===== config.mk =====
export PLATFORM = sky130hd
export DESIGN_NAME = sc_compute_sequencer_flat
export DESIGN_NICKNAME = d
export VERILOG_FILES = /design/src/rtl/sc_compute_sequencer_if.sv /design/src/rtl/sc_compute_sequencer.sv /design/src/flat_wrapper.sv
export SDC_FILE = /design/constraint.sdc
export NUM_CORES = 1
export LEC_CHECK = 0
export CELL_PAD_IN_SITES_DETAIL_PLACEMENT = 0
export CELL_PAD_IN_SITES_GLOBAL_PLACEMENT = 1
export CORE_MARGIN = 10
export CORE_UTILIZATION = 36
export DETAILED_ROUTE_END_ITERATION = 8
export MAX_ROUTING_LAYER = met4
export PLACE_DENSITY = 0.8
export SETUP_SLACK_MARGIN = 0.05
export SLEW_MARGIN = 20
export SYNTH_ARGS = -nofsm -noshare
export SYNTH_HDL_FRONTEND = slang
export SYNTH_SLANG_ARGS = --single-unit

===== constraint.sdc =====
create_clock -name CLK -period 6.05 [get_ports CLK]
set_clock_uncertainty 0.1 [all_clocks]
set_input_delay 1.815 -clock CLK [delete_from_list [all_inputs] [get_ports CLK]]
set_output_delay 1.815 -clock CLK [all_outputs]
set_load 0.01 [all_outputs]

===== src/rtl/sc_compute_sequencer_if.sv =====
// Handshake/control bundle between the compute requester and the SNG-bank
// sequencer: requests in, bank controls and strobes out.
interface sc_compute_sequencer_if #(
  parameter int SEQ_LEN_W = 10,
  parameter int N_L_REG   = 7
);
  logic                 start;
  logic                 dense_mode;
  logic [SEQ_LEN_W-1:0] seq_len;
  logic                 read_req;
  logic                 abort;

  logic                 compute_en;
  logic                 comp_positive_phase;
  logic                 dense_en;
  logic                 read_en;
  logic                 lfsr_load;
  logic [N_L_REG-1:0]   lfsr_sel;
  logic                 busy;
  logic                 phase_done;
  logic                 done;
  logic                 read_ack;

  modport master (
    output start, dense_mode, seq_len, read_req, abort,
    input  compute_en, comp_positive_phase, dense_en, read_en,
    input  lfsr_load, lfsr_sel, busy, phase_done, done, read_ack
  );

  modport slave (
    input  start, dense_mode, seq_len, read_req, abort,
    output compute_en, comp_positive_phase, dense_en, read_en,
    output lfsr_load, lfsr_sel, busy, phase_done, done, read_ack
  );
endinterface


===== src/rtl/sc_compute_sequencer.sv =====
// SNG/LFSR bank compute sequencer: optional reseed, +/- phase windows, read.
// Define SC_LFSR_RELOAD_EN to reseed every row LFSR before each compute.
module sc_compute_sequencer #(
  parameter int SEQ_LEN_W = 10,
  parameter int N_LFSR    = 81,
  parameter int N_L_REG   = 7
) (
  input logic                    CLK,
  input logic                    RESET_N,
  sc_compute_sequencer_if.slave  bus
);
  localparam int CNT_W =
    (SEQ_LEN_W > N_L_REG) ? SEQ_LEN_W : N_L_REG;

  if ((2 ** N_L_REG) < N_LFSR) begin : g_sel_chk
    $error("lfsr_sel too narrow for N_LFSR");
  end

`ifdef SC_LFSR_RELOAD_EN
  typedef enum logic [2:0] {
    S_IDLE, S_LOAD, S_POS, S_GAP, S_NEG, S_FIN, S_READ
  } state_t;
  localparam logic [CNT_W-1:0] LOAD_LAST = CNT_W'(N_LFSR - 1);
`else
  typedef enum logic [2:0] {
    S_IDLE, S_POS, S_GAP, S_NEG, S_FIN, S_READ
  } state_t;
`endif

  state_t               state, state_n;
  logic [CNT_W-1:0]     cnt, cnt_n;
  logic [SEQ_LEN_W-1:0] len_q, len_n;
  logic                 dense_q, dense_n;
  logic [CNT_W-1:0]     last, last_n;

  // Binary compute collapses each phase to a single cycle.
  function automatic logic [CNT_W-1:0] last_idx(
    input logic                 d,
    input logic [SEQ_LEN_W-1:0] l
  );
    return d ? CNT_W'(l - SEQ_LEN_W'(1)) : '0;
  endfunction

  assign last   = last_idx(dense_q, len_q);
  assign last_n = last_idx(dense_n, len_n);

  always_comb begin
    state_n = state;
    cnt_n   = cnt;
    len_n   = len_q;
    dense_n = dense_q;
    if (bus.abort) begin
      state_n = S_IDLE;
      cnt_n   = '0;
    end else begin
      unique case (state)
        S_IDLE: begin
          if (bus.start) begin
            dense_n = bus.dense_mode;
            len_n   = (bus.seq_len == '0) ?
                      SEQ_LEN_W'(1) : bus.seq_len;
            cnt_n   = '0;
`ifdef SC_LFSR_RELOAD_EN
            state_n = S_LOAD;
`else
            state_n = S_POS;
`endif
          end else if (bus.read_req) begin
            state_n = S_READ;
          end
        end
`ifdef SC_LFSR_RELOAD_EN
        S_LOAD: begin
          if (cnt == LOAD_LAST) begin
            state_n = S_POS;
            cnt_n   = '0;
          end else begin
            cnt_n = cnt + CNT_W'(1);
          end
        end
`endif
        S_POS: begin
          if (cnt == last) begin
            state_n = S_GAP;
            cnt_n   = '0;
          end else begin
            cnt_n = cnt + CNT_W'(1);
          end
        end
        S_GAP: begin
          state_n = S_NEG;
          cnt_n   = '0;
        end
        S_NEG: begin
          if (cnt == last) begin
            state_n = S_FIN;
            cnt_n   = '0;
          end else begin
            cnt_n = cnt + CNT_W'(1);
          end
        end
        S_FIN:   state_n = S_IDLE;
        S_READ:  state_n = S_IDLE;
        default: begin
          state_n = S_IDLE;
          cnt_n   = '0;
        end
      endcase
    end
  end

  // Outputs are decoded from the next state so they leave a flop.
  always_ff @(posedge CLK or negedge RESET_N) begin
    if (!RESET_N) begin
      state                   <= S_IDLE;
      cnt                     <= '0;
      len_q                   <= '0;
      dense_q                 <= 1'b0;
      bus.busy                <= 1'b0;
      bus.compute_en          <= 1'b0;
      bus.comp_positive_phase <= 1'b0;
      bus.dense_en            <= 1'b0;
      bus.read_en             <= 1'b0;
      bus.read_ack            <= 1'b0;
      bus.phase_done          <= 1'b0;
      bus.done                <= 1'b0;
    end else begin
      state                   <= state_n;
      cnt                     <= cnt_n;
      len_q                   <= len_n;
      dense_q                 <= dense_n;
      bus.busy                <= (state_n != S_IDLE);
      bus.compute_en          <= (state_n == S_POS) ||
                                 (state_n == S_NEG);
      bus.comp_positive_phase <= (state_n == S_POS);
      bus.dense_en            <= dense_n &&
                                 (state_n != S_IDLE) &&
                                 (state_n != S_READ);
      bus.read_en             <= (state_n == S_READ);
      bus.read_ack            <= (state_n == S_READ);
      bus.phase_done          <= ((state_n == S_POS) ||
                                  (state_n == S_NEG)) &&
                                 (cnt_n == last_n);
      bus.done                <= (state_n == S_FIN);
    end
  end

`ifdef SC_LFSR_RELOAD_EN
  always_ff @(posedge CLK or negedge RESET_N) begin
    if (!RESET_N) begin
      bus.lfsr_load <= 1'b0;
      bus.lfsr_sel  <= '0;
    end else begin
      bus.lfsr_load <= (state_n == S_LOAD);
      bus.lfsr_sel  <= (state_n == S_LOAD) ?
                       cnt_n[N_L_REG-1:0] : '0;
    end
  end
`else
  assign bus.lfsr_load = 1'b0;
  assign bus.lfsr_sel  = '0;
`endif

endmodule


===== src/flat_wrapper.sv =====
// flat-port wrapper written by rule: the top's interface ports become plain ports
module sc_compute_sequencer_flat 
#(
  parameter int SEQ_LEN_W = 10,
  parameter int N_LFSR    = 81,
  parameter int N_L_REG   = 7
)
  (CLK, RESET_N, bus_start, bus_dense_mode, bus_seq_len, bus_read_req, bus_abort, bus_compute_en, bus_comp_positive_phase, bus_dense_en, bus_read_en, bus_lfsr_load, bus_lfsr_sel, bus_busy, bus_phase_done, bus_done, bus_read_ack);
  sc_compute_sequencer_if #(.SEQ_LEN_W(SEQ_LEN_W), .N_L_REG(N_L_REG)) bus_i ();
  input logic CLK;
  input logic RESET_N;
  input wire logic [$bits(bus_i.start)-1:0] bus_start;
  input wire logic [$bits(bus_i.dense_mode)-1:0] bus_dense_mode;
  input wire logic [$bits(bus_i.seq_len)-1:0] bus_seq_len;
  input wire logic [$bits(bus_i.read_req)-1:0] bus_read_req;
  input wire logic [$bits(bus_i.abort)-1:0] bus_abort;
  output wire logic [$bits(bus_i.compute_en)-1:0] bus_compute_en;
  output wire logic [$bits(bus_i.comp_positive_phase)-1:0] bus_comp_positive_phase;
  output wire logic [$bits(bus_i.dense_en)-1:0] bus_dense_en;
  output wire logic [$bits(bus_i.read_en)-1:0] bus_read_en;
  output wire logic [$bits(bus_i.lfsr_load)-1:0] bus_lfsr_load;
  output wire logic [$bits(bus_i.lfsr_sel)-1:0] bus_lfsr_sel;
  output wire logic [$bits(bus_i.busy)-1:0] bus_busy;
  output wire logic [$bits(bus_i.phase_done)-1:0] bus_phase_done;
  output wire logic [$bits(bus_i.done)-1:0] bus_done;
  output wire logic [$bits(bus_i.read_ack)-1:0] bus_read_ack;
  assign bus_i.start = bus_start;
  assign bus_i.dense_mode = bus_dense_mode;
  assign bus_i.seq_len = bus_seq_len;
  assign bus_i.read_req = bus_read_req;
  assign bus_i.abort = bus_abort;
  assign bus_compute_en = bus_i.compute_en;
  assign bus_comp_positive_phase = bus_i.comp_positive_phase;
  assign bus_dense_en = bus_i.dense_en;
  assign bus_read_en = bus_i.read_en;
  assign bus_lfsr_load = bus_i.lfsr_load;
  assign bus_lfsr_sel = bus_i.lfsr_sel;
  assign bus_busy = bus_i.busy;
  assign bus_phase_done = bus_i.phase_done;
  assign bus_done = bus_i.done;
  assign bus_read_ack = bus_i.read_ack;
  sc_compute_sequencer #(.SEQ_LEN_W(SEQ_LEN_W), .N_LFSR(N_LFSR), .N_L_REG(N_L_REG)) u_core (.CLK(CLK), .RESET_N(RESET_N), .bus(bus_i));
endmodule

---- Yosys cells after proc, flatten, opt, wreduce, memory -nomap -nowiden ----
Cells that the tools add are included.
word-level totals
  output and inout bits ................... 16
  register bits after elaboration ......... 31
  logic and storage cells ................. 54
  bits of input ports ..................... 16
cells by class
  equality and inequality tests ........... 12
  add/subtract/negate cells ............... 3
  reductions and logical operators ........ 9
  multiplexer cells ....................... 19
operator list
  operator                                                               number
  10-bit two-way mux                                                     9
  10-bit one-hot mux with 3 select lines                                 1
  10-bit == test                                                         2
  10-bit by 1-bit subtractor with 10-bit output (second input constant)  2
  3-bit two-way mux                                                      5
  3-bit == test (second input constant)                                  4
  3-bit one-hot mux with 4 select lines                                  1
  10-bit by 1-bit adder with 10-bit output (second input constant)       1
  10-bit zero test                                                       1
  3-bit by 2-bit == test with 1-bit output (second input constant)       3
  3-bit by 1-bit == test with 1-bit output (second input constant)       2
  2-bit OR reduction                                                     2
  1-bit logical AND                                                      3
  3-bit zero test                                                        1
  1-bit two-way mux                                                      3
  3-bit != test (second input constant)                                  1
  3-bit nonzero test                                                     1
  1-bit logical OR                                                       1

---- Logic depth before layout (Yosys ltp) ----
Gate-level depths: netlist of the first run.
  word-level depth ........................ 9
  mapped depth ............................ 16

---- Worst setup path after synthesis of the first run ----
OpenSTA, ideal clock, no wires.
  path type ............................... input port to flip-flop
  from .................................... in bus_abort
  to ...................................... reg u_core.bus.phase_done
  stages .................................. 14
  path buffers ............................ 3
  data arrival time ....................... 4.599 ns
  path slack .............................. 1.283 ns
  required time ........................... 5.882 ns
  cell sequence ........................... or4b_1 clkbuf_1 nand2b_1 clkbuf_1 buf_2 mux2i_1 ha_1 nor3b_1 nand3_1 xor2_1 a21oi_1 mux2_2 mux2i_1 and4_1
on the way
  cells in the longest elaborated chain, start to end .. 5
ends and longest elaborated chain
  item                                           line                           RTL
  start: declaration                             flat_wrapper.sv:16             input wire logic [$bits(bus_i.abort)-1:0] bus_abort;
  10-bit two-way mux                             sc_compute_sequencer.sv:52     if (bus.abort) begin
  10-bit by 1-bit subtractor with 10-bit output  sc_compute_sequencer.sv:41     return d ? CNT_W'(l - SEQ_LEN_W'(1)) : '0;
  10-bit two-way mux                             sc_compute_sequencer.sv:41
  10-bit == test                                 sc_compute_sequencer.sv:143    (cnt_n == last_n);
  1-bit logical AND (*)                          sc_compute_sequencer.sv:142    (state_n == S_NEG)) &&
  end signal: assignment                         sc_compute_sequencer.sv:141    bus.phase_done <= ((state_n == S_POS) ||
  end: declaration                               sc_compute_sequencer_if.sv:33  output lfsr_load, lfsr_sel, busy, phase_done, done, read_ack
Mark *: on every way between the ends. The rest lies on a longest branch, timed or not.

---- Worst setup path in the final report of the first run ----
  from .................................... in bus_abort
  to ...................................... reg u_core.bus.phase_done
on the way
  cells in the longest elaborated chain, start to end .. 5
ends and longest elaborated chain
  item                                           line                         RTL
  10-bit two-way mux                             sc_compute_sequencer.sv:52
  net u_core.len_n[0]                            sc_compute_sequencer.sv:32   logic [SEQ_LEN_W-1:0] len_q, len_n;
  10-bit by 1-bit subtractor with 10-bit output  sc_compute_sequencer.sv:41
  10-bit two-way mux                             sc_compute_sequencer.sv:41
  10-bit == test                                 sc_compute_sequencer.sv:143
  1-bit logical AND                              sc_compute_sequencer.sv:142
The timed path passes the listed nets, and every way through them passes these cells.

==> results of run 1 <==
==> power groups by stage <==
stage	registers (µW)	clock network, µW	logic, µW
floorplan	298	0	569
global placement	369	0	654
detailed placement	370	0	655
CTS	367	166	660
global route	380	174	736
finish	367	162	660
==> cell type report <==
cell class	count	area [µm²]
repair buffers	27	260
clock buffers	7	76.3
clock inverters	1	5.00
fillers	733	3960
flip-flops and latches	31	776
multi-input cells	237	1570
well taps	96	120
inverters	17	63.8
==> Yosys cell counts (all sizes together) (4+ instances only) <==
library cell	count	area share, %
inv	16	2.4
nand2	26	3.8
clkbuf	12	1.8
o211ai	8	2.4
nand3	7	1.4
xnor2	11	3.8
or3	5	1.2
mux2	7	3.1
buf	15	4.3
nor4	6	1.5
o221ai	5	1.7
mux2i	11	4.3
nor2	23	3.4
a21oi	8	1.6
xor2	13	4.5
dfrtp	31	31
and3	5	1.2
or2	4	0.98
nor3	10	2.0
nand2b	7	1.7
o21ai	20	4.7
o21a	5	1.5
==> per-stage QoR <==
stage                     cell area (µm²)  utilization (%)  cells
after global placement               2790             40.9    408
after floorplan                      2570                -    312
after detailed placement             2790             40.9    408
after global routing                 2870             42.1    416
after CTS                            2870             42.1    416
final                                2870             42.1    416
==> kinds of logic after synthesis <==
group,Yosys count
adders and majority gates,3
xor gates and xnor gates,24
and+or+nand+nor,114
other,1
DFF,31
muxes,18
buffers and inverters,44
AOI/OAI and AO/OA,70
==> worst max path at each step <==
stage               slack (ns)      start  depth (start not counted)                     to
finish                    0.84  bus_abort                         14  u_core.bus.phase_done
global route              0.54  bus_abort                         13  u_core.bus.phase_done
CTS                       0.88  bus_abort                         14  u_core.bus.phase_done
detailed placement        0.57  bus_abort                         13  u_core.bus.phase_done
global placement          0.73  bus_abort                         13  u_core.bus.phase_done
floorplan                 1.28  bus_abort                         14  u_core.bus.phase_done
==> metal layers <==
layer | up-vias | global-route usage, %
met5 | - | -
met4 | 0 | 4.27
met3 | 10 | 2.23
met2 | 69 | 19.5
met1 | 1070 | 16.8
li1 | 1110 | -
==> cells in the final DEF, fill, tap and decap left out, types with 3 or more instances in the layout <==
cell type        instances
o21ai_0                 13
buf_4                    4
a21oi_1                  8
nor4_1                   6
o221ai_1                 5
ha_1                     3
mux2_2                   7
clkdlybuf4s50_1         23
o21a_1                   5
nand4_1                  3
conb_1                   8
nor3_1                  10
and2_1                   3
dfrtp_1                 31
o21ai_1                  4
or3_1                    5
nand3_1                  7
or2_2                    4
nand2_1                 26
clkbuf_8                 5
nor2_1                  23
mux2i_1                 11
xnor2_1                 11
and3_1                   5
xor2_1                  13
nand2b_1                 7
nand3b_1                 3
inv_1                   16
o211ai_1                 8
==> reports/results.ini, run 1 <==
[status]
status = finished, final reports clean

[floorplan]
initial_utilization_pct = 37.2
die_y_um = 104
die_w_um = 104
die_area_um2 = 10800
num_io_pins = 32
core_area_um2 = 6830
rows = 30

[cts]
cts_setup_buffers = 0
cts_sinks = 31
cts_tree = built
cts_resized = 0
cts_made_buffers = 5
clockBufferDepth = 2
clkLatencyLatePin_ns = 0.29
path_clk_slew_ns = 0.07
root_buffer = clkbuf_8
htreeDepth = 2
hold_buffers = 0

[sta]
period_share_pct = 86.1
rsz0062_at_grt = false
fmax_mhz = 192
hold_violations = 0
period_needed_ns = 5.21
worst_slack_ns = 0.838
worst_slew_pin_slew_ns = 0.942
relSlewSlack_pct = 36.7
final-setup-viol-count = 0
finalSetupTns_ns = 0
hold_slack_ns = 0.488
drv_slew = 0

[synthesis]
synth_compound_area_share_pct = 20.0
synth_edf_count = 0
synth_cell_types = 61
syn_area_um2 = 2540
synth_fa_ha_area_share_pct = 1.48
synth-main-ff-cell = dfrtp_1
synth-xor-area-share_pct = 8.27
yosysWarningCount = 0
postSynthAreaPerCell_um2 = 8.33
synth_seq_cells = 31
synth-async-reset-ratio_pct = 100
synth.mux.area_fraction_pct = 7.43
synth-simple-area-share_pct = 23.5
synth_top_family_by_area = simple AND/OR/NAND/NOR gates
syn_inst = 305
synth_seq_area_share_pct = 30.5

[setup_path]
rr_endpoint = u_core.bus.phase_done
cp_cell_sequence = clkdlybuf4s50_1 > or4b_1 > nand2b_1 > buf_4 > o21ai_0 > inv_1 > ha_1 > nor3b_1 > nand3_1 > xor2_1 > a21oi_1 > mux2_2 > mux2i_1 > and4_1
r2r_start = u_core.len_q[0]
reg2regPathDepth = 12
cp.required_ns = 6.18
crit_path_max_fanout = 16
crit_buf_inv = 3
cp_slowest_cell = or4b_1
startpoint_type = input port
cp_top_family = simple AND/OR/NAND/NOR gates
slowest_delay_ns = 0.69
reg2reg_slack_ns = 2.04
cp-end-kind = flop
worstSetupPathType = in -> reg
cp.arrival_ns = 5.34

[global_route]
grt_overflow = 0
grt_max_degree = 32
antenna_found_initial = 0
grt_pass1_vias = 2230
gr-usage-all-layers_pct = 12.8
grt_pass1_wl_mm = 11.3

[layout]
drive_gt1_share_pct = 8.13
final_nets = 338
antenna_cells = 0
largest_registers = u_core.cnt (10), u_core.len_q (10), u_core.state (3)
syn2layout_area_growth_pct = 13.1

[min_path]
worstHoldStart = u_core.state[2]
whs_path_depth = 1
hold_end = u_core.state[1]
hp-class = reg -> reg

[pwr]
pwr-share-seq_pct = 30.8
ir_drop_mv = 0.174
power.share.switching_pct = 47.2
p_int_uw = 627
power_density_nw_per_um2 = 414
total_power_uw = 1190
combPwrFrac_pct = 55.5
p_switching_uw = 562
clkPwrFrac_pct = 13.6
p_leak_uw = 0.00122

[drt]
drt_wl_total_mm = 6.91
wl_met2_mm = 3.11
num_vias = 2259
vias_per_cell = 5.43
antenna_left = 0
post_drt_wl_per_cell_um = 16.6
highest_layer = met4
drt-pass1-iter-count = 4
initialDrtViolationCount = 120
wl_met1_mm = 3.40
met3WireLength_um = 301
drc = 0

[place]
hpwlAfterDp_mm = 5.29
port_buffers = 23
routabilityCongestion = 0.870
dp_slack_ns = 0.574

[flow_run]
max_cap_violations = 0

No activity file was read; power rests on OpenSTA's default activity.
==> inputs of run 2 (changes only) <==
- PLACE_DENSITY: 0.8 -> 0.82
==> run 2 against run 1 <==
  * Sequential cell count unchanged
  * Clock power increased by 6%
  * Register-to-register slack got worse by 0.08 ns
  * Critical path type unchanged
  * Final area increased by 0.48%
==> reports/results.ini, run 2 (synthesis gave the netlist of run 1 again) <==
[sta]
period_needed_ns = 5.10  ; -0.109 ns
hold_violations = 0  ; unchanged
finalSetupTns_ns = 0  ; unchanged
fmax_mhz = 196  ; +2.1%
final-setup-viol-count = 0  ; unchanged
period_share_pct = 84.3  ; -1.8 points
worst_slew_pin_slew_ns = 0.804  ; -0.137 ns
worst_slack_ns = 0.947  ; +0.109 ns
hold_slack_ns = 0.483  ; -0.00420 ns
relSlewSlack_pct = 45.6  ; +8.9 points
rsz0062_at_grt = false
drv_slew = 0  ; unchanged

[min_path]
hp-class = reg -> reg

[drt]
drt_wl_total_mm = 6.87  ; -0.52%
num_vias = 2298  ; +1.7%
vias_per_cell = 5.52  ; +1.7%
antenna_left = 0  ; unchanged
drt-pass1-iter-count = 6  ; +2
initialDrtViolationCount = 139  ; +16%
drc = 0  ; unchanged
post_drt_wl_per_cell_um = 16.5  ; -0.52%

[layout]
syn2layout_area_growth_pct = 13.6
finalNonFillerCells = 416  ; unchanged
final_common_cell = dfrtp_1
final_cell_mix = 31 x dfrtp_1, 26 x nand2_1, 23 x nor2_1, 23 x clkdlybuf4s50_1, 16 x inv_1
drive_gt1_share_pct = 8.75  ; +0.62 points
largest_registers = u_core.cnt (10), u_core.len_q (10), u_core.state (3)
antenna_cells = 0  ; unchanged
final_nets = 339  ; +0.30%

[cts]
cts_resized = 0  ; unchanged
clkLatencyLatePin_ns = 0.29  ; about the same
hold_buffers = 0  ; unchanged
path_clk_slew_ns = 0.08  ; about the same
htreeDepth = 2  ; unchanged
cts_tree = built
root_buffer = clkbuf_8
clockBufferDepth = 2  ; unchanged
cts_made_buffers = 5  ; unchanged
cts_setup_buffers = 0  ; unchanged
cts_sinks = 31  ; unchanged

[place]
port_buffers = 23  ; unchanged
routabilityCongestion = 0.876  ; +0.66%
dp_slack_ns = 0.635  ; +0.0617 ns
place_inst = 409  ; +0.25%
hpwlAfterDp_mm = 5.18  ; -2.0%

[floorplan]
die_w_um = 104  ; unchanged
initial_utilization_pct = 37.2  ; unchanged
die_area_um2 = 10800  ; unchanged
num_io_pins = 32  ; unchanged
die_y_um = 104  ; unchanged
rows = 30  ; unchanged
core_area_um2 = 6830  ; unchanged

[pwr]
combPwrFrac_pct = 55.4  ; about the same
power.share.switching_pct = 47.1  ; -0.095 points
clkPwrFrac_pct = 14.2  ; +0.6 points
power_density_nw_per_um2 = 418  ; +0.94%
p_switching_uw = 569  ; +1.2%
p_int_uw = 638  ; +1.6%
p_leak_uw = 0.00123  ; +0.83%
pwr-share-seq_pct = 30.5  ; -0.3 points
ir_drop_mv = 0.154  ; -12%

[setup_path]
path_common_cell = mux2i_1
cp-end-kind = flop
cp.required_ns = 6.18  ; about the same
startpoint_type = input port
cp.arrival_ns = 5.24  ; -0.10 ns
cp_top_family = simple AND/OR/NAND/NOR gates
cp_slowest_cell = or4b_1
slowest_delay_ns = 0.67  ; -0.02 ns
cp_cell_sequence = clkdlybuf4s50_1 > or4b_1 > nand2b_1 > buf_4 > mux2i_1 > ha_1 > nor3b_1 > nand3_1 > xor2_1 > a21oi_1 > mux2_2 > mux2i_1 > and4_1
crit_buf_inv = 2  ; -1
crit_path_max_fanout = 16  ; unchanged
worstSetupPathType = in -> reg

[status]
status = finished, final reports clean

[global_route]
gr-usage-all-layers_pct = 13.1  ; +0.30 points
grt_max_degree = 32  ; unchanged
grt_pass1_vias = 2236  ; +0.27%
grt_pass1_wl_mm = 11.4  ; +1.2%
grt_overflow = 0  ; unchanged
antenna_found_initial = 0  ; unchanged

[flow_run]
max_cap_violations = 0  ; unchanged

run 2: final timing paths:
| check | startpoint | endpoint | slack, ns | depth (start not counted) |
|---|---|---|---|---|
| setup / recovery | bus_abort | u_core.bus.phase_done | 0.95 | 13 |
| hold / removal | u_core.len_q[9] | u_core.len_q[9] | 0.48 | 1 |
| setup reg to reg | u_core.len_q[0] | u_core.bus.phase_done | 1.96 | 12 |
| hold reg to reg | u_core.len_q[9] | u_core.len_q[9] | 0.48 | 1 |
| max in group asynchronous | RESET_N | u_core.len_q[9] | 3.72 | 2 |
| min in group asynchronous | RESET_N | u_core.cnt[2] | 1.82 | 2 |
run 2: power groups by stage:
stage,clock (µW),sequential [µW],combinational (µW)
2_1_floorplan,0,298,569
5_1_grt,185,380,741
3_5_place_dp,0,367,655
4_1_cts,174,364,661
6_report,171,367,668
3_3_place_gp,0,368,653
run 2: worst register-to-register path, cell delays in order (launching register included):
cell and delay (ns):
dfrtp_1 0.41, inv_1 0.12, ha_1 0.23, nor4b_1 0.68, nand3b_1 0.19, mux2i_1 0.24, xor2_1 0.08, or4_1 0.70
o21ai_4 0.38, o21ai_2 0.13, a221o_1 0.37, a211oi_2 0.21, and4_1 0.20
run 2: per-layer routing:
layer | part of all wire, % | vias to the layer above | GRT usage (%)
met2 | 45 | 81 | 18.8
met3 | 5.6 | 9 | 3.28
li1 | - | 1113 | -
met4 | 1.5 | 0 | 4.87
met1 | 48 | 1095 | 17.4
met5 | 0 | - | -
run 2: final cells by class:
type,count,area [µm²]
clock buffer,6,82.6
clock inverter,1,5.00
fill,695,3940
inverter,17,63.8
multi-input combinational,237,1570
sequential,31,776
tap,96,120
timing repair buffer,28,268
run 2: through the flow:
stage / instance area, µm² / total power, µW / utilization (%)
floorplan: 2570 / 867 / -
global placement: 2800 / 1020 / 41.0
detailed placement: 2800 / 1020 / 41.0
CTS: 2890 / 1200 / 42.3
global route: 2890 / 1310 / 42.3
finish: 2890 / 1210 / 42.3
==> inputs of run 3 (changes only) <==
- PLACE_DENSITY: 0.82 -> 0.84
- clock period: 6.05 -> 4.6 ns (I/O delays scaled with it)
==> run 3 against run 2 <==
  * Non-clock buffer count grew 8
  * Hold slack improved by 0.0024 ns
  * Final area grew 3.6%
  * Total power grew 44%
  * Clock power grew 89%
  * Sequential cell count is the same
  * Cell count up 2.2%
  * Combinational power is 40% higher
  * Clock-buffer cell count stayed put
  * Worst setup slack worse by 0.58 ns
  * Via count increased by 2.3%
  * First-iteration DRC count rose by 60%
  * Critical path type unchanged
  * Critical endpoint unchanged
  * Highest routed layer unchanged
==> reports/results.ini, run 3 (synthesis gave the netlist of run 1 again) <==
[status]
status = finished, final reports clean

[drt]
initialDrtViolationCount = 222  ; +60%
drt-pass1-iter-count = 5  ; -1
post_drt_wl_per_cell_um = 16.9  ; +2.2%
vias_per_cell = 5.53  ; +0.14%
drt_wl_total_mm = 7.18  ; +4.4%
num_vias = 2351  ; +2.3%
antenna_left = 0  ; unchanged
drc = 0  ; unchanged

[floorplan]
initial_utilization_pct = 37.2  ; unchanged
core_area_um2 = 6830  ; unchanged
num_io_pins = 32  ; unchanged
die_area_um2 = 10800  ; unchanged
die_w_um = 104  ; unchanged
rows = 30  ; unchanged
die_y_um = 104  ; unchanged

[setup_path]
cp_cell_sequence = clkdlybuf4s50_1 > or4b_1 > nand2b_1 > o21ai_0 > inv_1 > ha_1 > nor3b_1 > buf_4 > xnor2_1 > a21oi_1 > mux2_2 > mux2i_1 > and4_1
cp_slowest_cell = or4b_1
crit_path_max_fanout = 4  ; -12
startpoint_type = input port
cp-end-kind = flop
cp.required_ns = 4.72  ; -1.46 ns
cp_top_family = simple AND/OR/NAND/NOR gates
worstSetupPathType = in -> reg
crit_buf_inv = 3  ; +1
slowest_delay_ns = 0.48  ; -0.19 ns
cp.arrival_ns = 4.35  ; -0.89 ns

[layout]
largest_registers = u_core.cnt (10), u_core.len_q (10), u_core.state (3)
antenna_cells = 0  ; unchanged
final_nets = 347  ; +2.4%
finalNonFillerCells = 425  ; +2.2%
final_common_cell = dfrtp_1
syn2layout_area_growth_pct = 17.8
nFillCells = 680  ; -2.2%
final_cell_mix = 31 x dfrtp_1, 26 x nand2_1, 23 x nor2_1, 23 x clkdlybuf4s50_1, 16 x inv_1
final_util_pct = 43.8  ; +1.5 points
drive_gt1_share_pct = 10.9  ; +2.2 points

[pwr]
power_density_nw_per_um2 = 578  ; +39%
p_leak_uw = 0.00129  ; +4.7%
ir_drop_mv = 0.201  ; +31%

[cts]
cts_setup_buffers = 0  ; unchanged
cts_sinks = 31  ; unchanged
cts_tree = built
cts_resized = 0  ; unchanged
root_buffer = clkbuf_8
path_clk_slew_ns = 0.07  ; about the same
hold_buffers = 0  ; unchanged
clkLatencyLatePin_ns = 0.29  ; about the same
clockBufferDepth = 2  ; unchanged
cts_made_buffers = 5  ; unchanged
htreeDepth = 2  ; unchanged

[sta]
final-setup-viol-count = 0  ; unchanged
hold_violations = 0  ; unchanged
finalSetupTns_ns = 0  ; unchanged
hold_slack_ns = 0.486  ; +0.00245 ns
worst_slew_pin_slew_ns = 0.577  ; -0.228 ns
relSlewSlack_pct = 61.1  ; +15 points
fmax_mhz = 236
rsz0062_at_grt = false
period_share_pct = 92.0
period_needed_ns = 4.23
drv_slew = 0  ; unchanged

[min_path]
hp-class = reg -> reg

[flow_run]
max_cap_violations = 0  ; unchanged

[global_route]
grt_pass1_wl_mm = 12.0  ; +4.5%
grt_max_degree = 32  ; unchanged
gr-usage-all-layers_pct = 13.6  ; +0.43 points
grt_pass1_vias = 2388  ; +6.8%
grt_overflow = 0  ; unchanged
antenna_found_initial = 0  ; unchanged

[place]
hpwlAfterDp_mm = 5.44  ; +4.9%
port_buffers = 23  ; unchanged
routabilityCongestion = 0.910  ; +3.9%
place_inst = 417  ; +2.0%

## run 3: cell types whose count changed in the layout (fill, tap and decap cells not counted)
cell / delta
buf_4: +8
bufinv_16: +2
clkbuf_1: +1
clkbuf_8: -1
clkinv_2: -1
## run 3: worst paths after layout
kind,startpoint,end,slack (ns),depth (start not counted)
setup / recovery,bus_start,u_core.bus.phase_done,0.37,13
hold / removal,u_core.state[2],u_core.state[1],0.49,1
setup reg to reg,u_core.len_q[6],u_core.bus.phase_done,0.64,10
hold reg to reg,u_core.state[2],u_core.state[1],0.49,1
max in group asynchronous,RESET_N,u_core.state[0],2.70,2
min in group asynchronous,RESET_N,u_core.bus.busy,1.40,2
## run 3: report_power, final
group | internal [µW] | switching (µW)
Sequential | 342 | 133
Clock | 217 | 107
Combinational | 410 | 524
Total | 968 | 763
## run 3: area by class of cell
cell class,instances,area (µm²),area share (%)
well taps,96,120,4.01
flip-flops and latches,31,776,25.9
repair buffers,36,328,11.0
multi-input cells,237,1570,52.6
clock inverters,2,60.1,2.01
inverters,17,63.8,2.13
clock buffers,6,72.6,2.42
## run 3: metrics by stage
step | area [µm²] | setup slack, ns | total power [µW]
floorplan | 2570 | 0.268 | 1140
global placement | 2860 | 0.219 | 1380
detailed placement | 2860 | 0.0748 | 1390
CTS | 2990 | 0.382 | 1720
global route | 2990 | 0.0949 | 1860
finish | 2990 | 0.368 | 1730
## run 3: worst register-to-register path, cell delays in order, from the launching register on
cell	delay, ns
dfrtp_1	0.51
or4_4	0.62
or3_1	0.32
a21boi_1	0.21
xor2_1	0.08
or4_1	0.78
o21ai_4	0.40
o21ai_2	0.13
a221o_1	0.38
a211oi_2	0.19
and4_1	0.20
## run 3: metal layers
metal  global-route usage [%]  wire length [µm]
met4                     2.68                34
met3                     3.16               444
met2                     21.4              3340
met1                     17.4              3360
met5                        -                 0
